**src/rtl/iic_arb_pkg.sv**
```systemverilog
// Shared state encoding and constants for the IIC bus arbiter.
// Latency: n/a (types and constants only).
// Backpressure: n/a.
package iic_arb_pkg;

    localparam int ARB_DATA_W     = 16;
    localparam int START_LOST_CYC = 8;

    typedef enum logic [2:0] {
        ST_IDLE,
        ST_LAUNCH,
        ST_WAIT_BUSY,
        ST_WAIT_DONE,
        ST_RESP
    } arb_state_t;

    function automatic int wrap_inc(input int idx, input int n);
        return (idx + 1 >= n) ? 0 : idx + 1;
    endfunction

endpackage

```
**src/rtl/iic_arbiter_rr_arbiter.sv**
```systemverilog
// Combinational round-robin picker: first request at or after ptr, wrapping.
// Latency: 0 cycles (pure combinational).
// Backpressure: none; gnt_vld low when nothing is requesting.
module rr_arbiter #(
    parameter int N  = 2,
    parameter int PW = 1
) (
    input  logic [N-1:0]  req,
    input  logic [PW-1:0] ptr,
    output logic [N-1:0]  gnt,
    output logic [PW-1:0] gnt_idx,
    output logic          gnt_vld
);

    logic [PW:0] cand;

    always_comb begin
        gnt     = '0;
        gnt_idx = '0;
        gnt_vld = 1'b0;
        cand    = '0;
        for (int i = 0; i < N; i++) begin
            cand = {1'b0, ptr} + (PW+1)'(i);
            if (cand >= (PW+1)'(N)) cand = cand - (PW+1)'(N);
            if (!gnt_vld && req[cand[PW-1:0]]) begin
                gnt[cand[PW-1:0]] = 1'b1;
                gnt_idx           = cand[PW-1:0];
                gnt_vld           = 1'b1;
            end
        end
    end

endmodule

```
**src/rtl/iic_arbiter.sv**
```systemverilog
// Round-robin share of one iic_drive between REQ_NUM clients; IIC_ARB_RETRY_EN adds ack-error retries.
// Latency: grant 1 cycle after cli_req seen in IDLE; cli_done 1 cycle after iic_ready returns.
// Backpressure: clients hold cli_req until cli_done; start waits for iic_ready, watchdog aborts stuck transfers.
module iic_arbiter
    import iic_arb_pkg::*;
#(
    parameter int          REQ_NUM     = 2,
    parameter int          DATA_W      = ARB_DATA_W,
    parameter logic [27:0] TIMEOUT_CYC = 28'd2_000_000,
    parameter int          RETRY_MAX   = 2
) (
    input  logic                      iic_clk,
    input  logic                      iic_rst_n,
    input  logic [REQ_NUM-1:0]        cli_req,
    input  logic [REQ_NUM-1:0]        cli_rw_flag,
    input  logic [8*REQ_NUM-1:0]      cli_word_addr,
    input  logic [DATA_W*REQ_NUM-1:0] cli_wdata,
    output logic [REQ_NUM-1:0]        cli_grant,
    output logic [REQ_NUM-1:0]        cli_done,
    output logic [REQ_NUM-1:0]        cli_err,
    output logic [DATA_W-1:0]         cli_rdata,
    output logic                      iic_start,
    input  logic                      iic_ready,
    output logic                      iic_rw_flag,
    output logic [7:0]                iic_word_addr,
    output logic [DATA_W-1:0]         iic_wdata,
    input  logic [DATA_W-1:0]         iic_rdata,
    input  logic                      iic_rdata_valid,
    input  logic                      iic_ack_error
);

    localparam int          PW        = (REQ_NUM > 1) ? $clog2(REQ_NUM) : 1;
    localparam int          LW        = $clog2(START_LOST_CYC);
    localparam logic [LW-1:0] LOST_LAST = LW'(START_LOST_CYC - 1);

    arb_state_t          state_q, state_d;
    logic [REQ_NUM-1:0]  grant_q, grant_d;
    logic [PW-1:0]       owner_q, owner_d;
    logic [PW-1:0]       ptr_q, ptr_d;
    logic                err_q, err_d;
    logic [27:0]         to_cnt_q, to_cnt_d;
    logic [LW-1:0]       lost_cnt_q, lost_cnt_d;
    logic [DATA_W-1:0]   rdata_q, rdata_d;

    logic [REQ_NUM-1:0]  pick;
    logic [PW-1:0]       pick_idx;
    logic                pick_vld;
    logic                waiting;
    logic                to_hit;
    logic                retry;

    rr_arbiter #(
        .N  (REQ_NUM),
        .PW (PW)
    ) u_rr (
        .req     (cli_req),
        .ptr     (ptr_q),
        .gnt     (pick),
        .gnt_idx (pick_idx),
        .gnt_vld (pick_vld)
    );

    assign waiting   = (state_q == ST_WAIT_BUSY) || (state_q == ST_WAIT_DONE);
    // Counter is cleared at start, so it reads k-1 in the k-th cycle after the start pulse.
    assign to_hit    = (to_cnt_q == TIMEOUT_CYC - 28'd2);
    assign cli_grant = grant_q;
    assign cli_rdata = rdata_q;

`ifdef IIC_ARB_RETRY_EN
    localparam int RW = $clog2(RETRY_MAX + 2);
    logic [RW-1:0] retry_q;
    logic          tmo_q;

    always_ff @(posedge iic_clk or negedge iic_rst_n) begin
        if (!iic_rst_n) begin
            retry_q <= '0;
            tmo_q   <= 1'b0;
        end else begin
            if (iic_start)
                tmo_q <= 1'b0;
            else if (waiting && to_hit)
                tmo_q <= 1'b1;
            if (state_q == ST_IDLE)
                retry_q <= '0;
            else if (retry)
                retry_q <= retry_q + 1'b1;
        end
    end

    // Timeouts are final; only ack errors earn another attempt.
    assign retry = (state_q == ST_RESP) && err_q && !tmo_q && (retry_q < RW'(RETRY_MAX));
`else
    assign retry = 1'b0;
`endif

    always_ff @(posedge iic_clk or negedge iic_rst_n) begin
        if (!iic_rst_n) begin
            state_q    <= ST_IDLE;
            grant_q    <= '0;
            owner_q    <= '0;
            ptr_q      <= '0;
            err_q      <= 1'b0;
            to_cnt_q   <= '0;
            lost_cnt_q <= '0;
            rdata_q    <= '0;
        end else begin
            state_q    <= state_d;
            grant_q    <= grant_d;
            owner_q    <= owner_d;
            ptr_q      <= ptr_d;
            err_q      <= err_d;
            to_cnt_q   <= to_cnt_d;
            lost_cnt_q <= lost_cnt_d;
            rdata_q    <= rdata_d;
        end
    end

    always_comb begin
        state_d    = state_q;
        grant_d    = grant_q;
        owner_d    = owner_q;
        ptr_d      = ptr_q;
        err_d      = err_q;
        to_cnt_d   = to_cnt_q;
        lost_cnt_d = lost_cnt_q;
        rdata_d    = rdata_q;
        iic_start  = 1'b0;
        cli_done   = '0;
        cli_err    = '0;

        case (state_q)
            ST_IDLE: begin
                if (pick_vld) begin
                    grant_d = pick;
                    owner_d = pick_idx;
                    state_d = ST_LAUNCH;
                end
            end
            ST_LAUNCH: begin
                if (iic_ready) begin
                    iic_start  = 1'b1;
                    err_d      = 1'b0;
                    to_cnt_d   = '0;
                    lost_cnt_d = '0;
                    state_d    = ST_WAIT_BUSY;
                end
            end
            ST_WAIT_BUSY: begin
                if (!iic_ready)
                    state_d = ST_WAIT_DONE;
                else if (lost_cnt_q == LOST_LAST)
                    state_d = ST_LAUNCH;
                else
                    lost_cnt_d = lost_cnt_q + 1'b1;
            end
            ST_WAIT_DONE: begin
                if (iic_ready) state_d = ST_RESP;
            end
            ST_RESP: begin
                if (retry) begin
                    state_d = ST_LAUNCH;
                end else begin
                    cli_done = grant_q;
                    cli_err  = err_q ? grant_q : '0;
                    grant_d  = '0;
                    ptr_d    = PW'(wrap_inc(int'(owner_q), REQ_NUM));
                    state_d  = ST_IDLE;
                end
            end
            default: state_d = ST_IDLE;
        endcase

        // An ack error coinciding with the ready rise still lands in err_q on the RESP edge.
        if (waiting) begin
            to_cnt_d = to_cnt_q + 28'd1;
            if (iic_ack_error)   err_d   = 1'b1;
            if (iic_rdata_valid) rdata_d = iic_rdata;
            if (to_hit) begin
                err_d   = 1'b1;
                state_d = ST_RESP;
            end
        end
    end

    always_comb begin
        iic_rw_flag   = 1'b0;
        iic_word_addr = '0;
        iic_wdata     = '0;
        for (int i = 0; i < REQ_NUM; i++) begin
            if (grant_q[i]) begin
                iic_rw_flag   = cli_rw_flag[i];
                iic_word_addr = cli_word_addr[i*8 +: 8];
                iic_wdata     = cli_wdata[i*DATA_W +: DATA_W];
            end
        end
    end

endmodule
```
**config.mk**
```make
export PLATFORM = sky130hd
export DESIGN_NAME = iic_arbiter
export DESIGN_NICKNAME = d
export VERILOG_FILES = /design/src/rtl/iic_arb_pkg.sv /design/src/rtl/iic_arbiter_rr_arbiter.sv /design/src/rtl/iic_arbiter.sv
export SDC_FILE = /design/constraint.sdc
export NUM_CORES = 1
export LEC_CHECK = 0
export ABC_AREA = 1
export BUFFER_PORTS_ARGS = -buffer_cell sky130_fd_sc_hd__buf_2
export CORE_MARGIN = 1
export CORE_UTILIZATION = 50
export CTS_CLUSTER_SIZE = 24
export DETAILED_ROUTE_END_ITERATION = 6
export PLACE_DENSITY = 0.77
export SLEW_MARGIN = 40
export SYNTH_ARGS = -nofsm -noshare
export SYNTH_HDL_FRONTEND = slang
export SYNTH_SLANG_ARGS = --single-unit
export TNS_END_PERCENT = 1
```
**constraint.sdc**
```tcl
create_clock -name iic_clk -period 2.01 [get_ports iic_clk]
set_clock_uncertainty 0.2 [all_clocks]
set_input_delay 0.201 -clock iic_clk [delete_from_list [all_inputs] [get_ports iic_clk]]
set_output_delay 0.201 -clock iic_clk [all_outputs]
set_load 0.02 [all_outputs]
```
* Yosys cells after proc, flatten, opt, wreduce, memory -nomap -nowiden
Cells that the tools add are included.
** Word-level totals
- Memory bits (writable) :: 0
- Input bits :: 73
- Register bits after elaboration :: 55
- Memories kept :: 0
- Output and inout port bits :: 48
- Latch bits :: 0
- Word-level logic and storage cells :: 97
- Memory bits (read-only) :: 0
** Operators by class
- Reductions and logical operators :: 15
- Equal/unequal tests :: 10
- Div/mod/pow operators :: 0
- Multiply operators :: 0
- Add/subtract/negate cells :: 6
- Shift operators :: 0
- Multiplexer cells :: 50
- Magnitude comparators :: 7
- Bitwise gates (word level) :: 1
** Operator list (number)
- 2-to-1 mux 28 bit :: 3
- 2-to-1 mux 16 bit :: 2
- 2-to-1 mux 3 bit :: 10
- adder 28 x 1 -> 28 bit, second input constant :: 1
- equality test 28 x 21 -> 1 bit, second input constant :: 1
- 2-to-1 mux 1 bit :: 22
- 2-to-1 mux 8 bit :: 2
- 2-to-1 mux 2 bit :: 6
- case mux 3 bit (4 select lines) :: 1
- != test 2 bit, second input constant :: 4
- AND reduction 2 bit :: 4
- nonzero test 2 bit :: 4
- equality test 3 x 2 -> 1 bit, second input constant :: 2
- equality test 3 bit, second input constant :: 2
- case mux 3 bit (2 select lines) :: 1
- adder 1 x 1 -> 2 bit, second input constant :: 2
- greater-or-equal comparator 2 bit, second input constant :: 2
- < comparator 1 x 2 -> 1 bit, second input constant :: 2
- case mux 2 bit (2 select lines) :: 1
- AND reduction 4 bit :: 1
- adder 3 x 1 -> 3 bit, second input constant :: 1
- equality test 3 x 1 -> 1 bit, second input constant :: 1
- logical AND 1 bit :: 3
- zero test 3 bit :: 1
- 7 further kinds :: 10

* Depth between registers and ports, before layout
- Depth in word-level cells :: 12
- Mapped depth :: 9
- Depth with buffers taken out :: 9

* Cells and area by module
Synthesis repeated with hierarchy kept, for this count alone.
** Second synthesis, totals
- Cell total of the unflattened synthesis :: 540
- Area, all modules :: 3583.4 µm²
** By module, submodules not included
- iic_arbiter :: area an instance 3528.4 µm², sequential area each 1376.3 µm², times used 1, cells each 526
- rr_arbiter :: area an instance 55.1 µm², sequential area each 0.0 µm², times used 1, cells each 14

* Least setup slack after synthesis
No wires, ideal clock.
- Kind :: reg-to-output
- Start point :: reg grant_q[1], in the netlist cli_grant[1]
- End point :: out cli_done[1]
- Required time :: 1.609 ns
- Arrival time :: 1.364 ns
- Path slack :: 0.245 ns
- Cell stages (with the launch flop) :: 5
- Path through :: dfrtp_1 > buf_2 > clkinv_1 > clkbuf_1 > nor2_1
** On the way
- Cells in the longest elaborated chain, start to end :: 1
** RTL lines
- start, declared :: RTL line iic_arbiter.sv:37 : logic [REQ_NUM-1:0] grant_q, grant_d;
- start signal, assigned :: RTL line iic_arbiter.sv:108 : grant_q <= grant_d;
- 2-to-1 mux 2 bit :: RTL line iic_arbiter.sv:131 : case (state_q)
- end, declared :: RTL line iic_arbiter.sv:19 : output logic [REQ_NUM-1:0] cli_done,
Every way passes these cells.

* Worst setup path after layout
- Start point :: reg state_q[1]
- End point :: out cli_err[1]
** On the way
- Cells in the longest elaborated chain, start to end :: 2
** RTL lines
- start, declared :: RTL line iic_arbiter.sv:36 : arb_state_t state_q, state_d;
- start signal, assigned :: RTL line iic_arbiter.sv:107 : state_q <= state_d;
- equality test 3 bit :: RTL line iic_arbiter.sv:131
- 2-to-1 mux 2 bit :: RTL line iic_arbiter.sv:131
- end, declared :: RTL line iic_arbiter.sv:20 : output logic [REQ_NUM-1:0] cli_err,
Every way passes these cells.

==> results by group <==
Layout
  – Antenna cells: 0
  – Share of cells above drive strength 1: between 20% and 30%
  – Final cell count without fillers: between 600 and 700
  – Fillers: 520
  – Synth-to-layout area growth: 29.7%
  – # nets final: about 660
  – Multi-input logic area: ~1700 um2
  – Sequential cell area: around 1400 um2

Critical path
  – CP Max Fanout: 7
  – CP peak stage delay: ~460 ps
  – R2R Setup Slk: 210 ps
  – Bufs and invs on worst path: 2
  – Crit. path cell count: 4
  – Slowest cell on crit path: dfrtp_1
  – CP cell instances: inv_1 > nand3_2 > nor3_1 > buf_2
  – CP required: approximately 1600 ps
  – RR Endpoint: cli_rdata[2]
  – Crit path kind: reg2out
  – Delay-heaviest family, CP: flip-flops
  – Worst setup EP type: output port
  – Worst Reg-to-Reg Cells: 4
  – Worst Setup Start Kind: register
  – R2R Path Start: state_q[1]
  – Critical Path AT: ~1400 ps

Floorplan
  – Num ports: around 120
  – Rows: 29
  – Die Wd: around 83 um
  – Core Region: roughly 6300 um2
  – Die Area: about 6900 um2
  – Die H: approximately 83 um
  – Initial Util: a little over half

Routing
  – Initial detailed-routing violation count: 170
  – Post-detailed-route wirelength per cell: 13.5 um
  – Vias per inst: 5.10
  – DRT antenna net count: 0
  – Pre-Repair DR Iteration Count: 4
  – Residual DRC: 0
  – Vias: ~3400
  – Routed WL: just under 9000 um

Global route
  – First-pass GRT wire length: roughly 15000 um
  – Vias in the first global route: 3162
  – GRT met1 Usage: 31.7%
  – Overall Global Routing Usage: a little over a quarter
  – GR Util met2: 48.6%
  – Initial antenna violation count: 0
  – Gr ovfl total: 0
  – M3 GR Usage: about 5.2%
  – Largest net degree at the start of global routing: 56
  – Gr busiest metal: met2

Power and ir drop
  – Total power: 4.95 mW
  – Maximum vdd drop: between 0.9 and 1 mV
  – Leakage Power: between 2 and 2.5 nW
  – Pwr Density: approximately 1200 nW/um2

Yosys
  – Area share of the largest cell type after synthesis: 41.7%
  – Main synth FF type: dfrtp_1
  – EDFF count, synth: 0
  – Synth area leader: dfrtp_1
  – Post-Synthesis Cells: 444
  – Synthesized net count: ~520
  – Top-count cell post-synth: nand2_1
  – Synthesized area: 3300 um2
  – Synthesized flop and latch total: 55
  – Post-synth top cells: nand2_1, dfrtp_1, nand3_1
  – Syn avg cell area: roughly 7.4 um2
  – Ys async rst share: between 90% and 100%
  – Area contributors post-synth: dfrtp_1, nand2_1, nand3_1
  – Synth warn: 0
  – Sequential-to-total area share from yosys stat: 41.7%
  – Cell variety after synth: 35

STA
  – Final hold slack: between 4 and 5 ps
  – Unrepaired setup endpoints after global routing: no
  – Post-route worst setup slack: ~160 ps
  – Worst slew pin tran: between 300 and 400 ps
  – Slew margin rel.: between 70% and 80%
  – Setup TNS: 0 ps
  – Peak Freq: ~540 MHz
  – Setup violators final: 0
  – Final Slew Violations: 0
  – Fin crit period: around 1800 ps
  – Period utilization: between 90% and 100%
  – Hold violation total from the final report: 0

Flow run
  – Maxcap violations: 0

Clocking
  – Clk sink count: 55
  – Clock slew at reported path FFs: about 100 ps
  – Clock Path Buffers: 2
  – Root Buffer: clkbuf_8
  – Htree depth: 2
  – CTS tree: yes
  – Clk_lat worst skew: roughly 320 ps
  – CTS Buf Count: 5

Min path
  – Worst Hold Class: in2reg
  – Worst Hold End: cli_grant[0]
  – Min-delay src: cli_req[1]
  – Hold Path Depth: 4

Placement
  – Post-DP HPWL: 6280 um
  – Pre-CTS setup slack: between 200 and 250 ps
  – Placer Congestion: ~0.95
  – Placed cells: ~640
  – IO buf count: 120

Outcome
  – Status: finished, final reports clean
## flip-flops by register name, indices dropped and copies added (netlist names)
register    cells
err_q           1
cli_grant       2
ptr_q           1
owner_q         1
lost_cnt_q      3
cli_rdata      16
state_q         3
to_cnt_q       28
## per-layer routing
metal / share of wire, % / wire (um) / vias to the layer above
li1: - / - / 1708
met1: 42 / 3780 / 1526
met2: 50 / 4490 / 135
met3: 6.6 / 587 / 8
met4: 0.92 / 82 / 0
met5: 0 / 0 / -
## worst max path at each step
| stage | from | end |
|---|---|---|
| after global placement | state_q[1] | cli_rdata[0] |
| after CTS | state_q[1] | cli_err[0] |
| after detailed placement | state_q[1] | cli_rdata[2] |
| final | state_q[1] | cli_err[1] |
| after global routing | to_cnt_q[1] | to_cnt_q[14] |
| after floorplan | cli_grant[1] | cli_done[1] |
## power breakdown
| group | total [mW] | switching, mW | internal [mW] |
|---|---|---|---|
| Combinational | 2.60 | 1.65 | 0.948 |
| Clock | 0.645 | 0.390 | 0.255 |
| Sequential | 1.71 | 0.271 | 1.44 |
| Total | 4.95 | 2.31 | 2.64 |
## worst min-delay path: stages
cell	delay (ps)
buf_2	80
nand2_1	40
nand2_1	80
o22ai_1	80
## what timing repair did
item                                    4_1_cts  5_1_grt
endpoints found under the setup margin        0        3
gates resized for setup                       0        2
buffers inserted                              0        0
hold buffers                                 19        0
endpoints found under the hold margin        73        0
## cells in the final DEF, fill, tap and decap left out, drive strengths merged, types with 2 or more instances in the layout
master       netlist  final
nand2            152    152
buf                4    125
nand3             57     57
dfrtp             55     55
nor2              54     54
inv               41     43
o21ai             20     20
dlygate4sd3        0     19
mux2              16     16
nand4              7      7
a21oi              6      6
nor3               6      6
clkbuf             7      5
ha                 4      4
nor3b              3      3
o22ai              2      2
clkinv             2      2
## per-stage QoR
| step | utilization, % | instance area, um2 |
|---|---|---|
| after global placement | 62.9 | 3990 |
| after floorplan | - | 3300 |
| after detailed placement | 62.9 | 3990 |
| final | 67.5 | 4290 |
| after CTS | 67.3 | 4280 |
| after global routing | 67.5 | 4290 |
## cell families after synthesis
family	after synthesis	synth area share (%)
AO/OA/AOI/OAI	34	5.64
AND/OR/NAND/NOR	280	37.4
XOR/XNOR	1	0.265
buffers and inverters	54	6.89
adder cells (fa/ha/maj)	4	1.51
flip-flops	55	41.7
multiplexers	16	6.59
## area by class of cell
class / instances / area share [%]
Multi-Input combinational cell: 335 / 39.9
Sequential cell: 55 / 32.1
Timing Repair Buffer: 144 / 19.6
Inverter: 43 / 3.94
Tap cell: 77 / 2.25
Clock buffer: 5 / 1.61
Clock inverter: 3 / 0.584
Power figures use the tool's default switching activity.
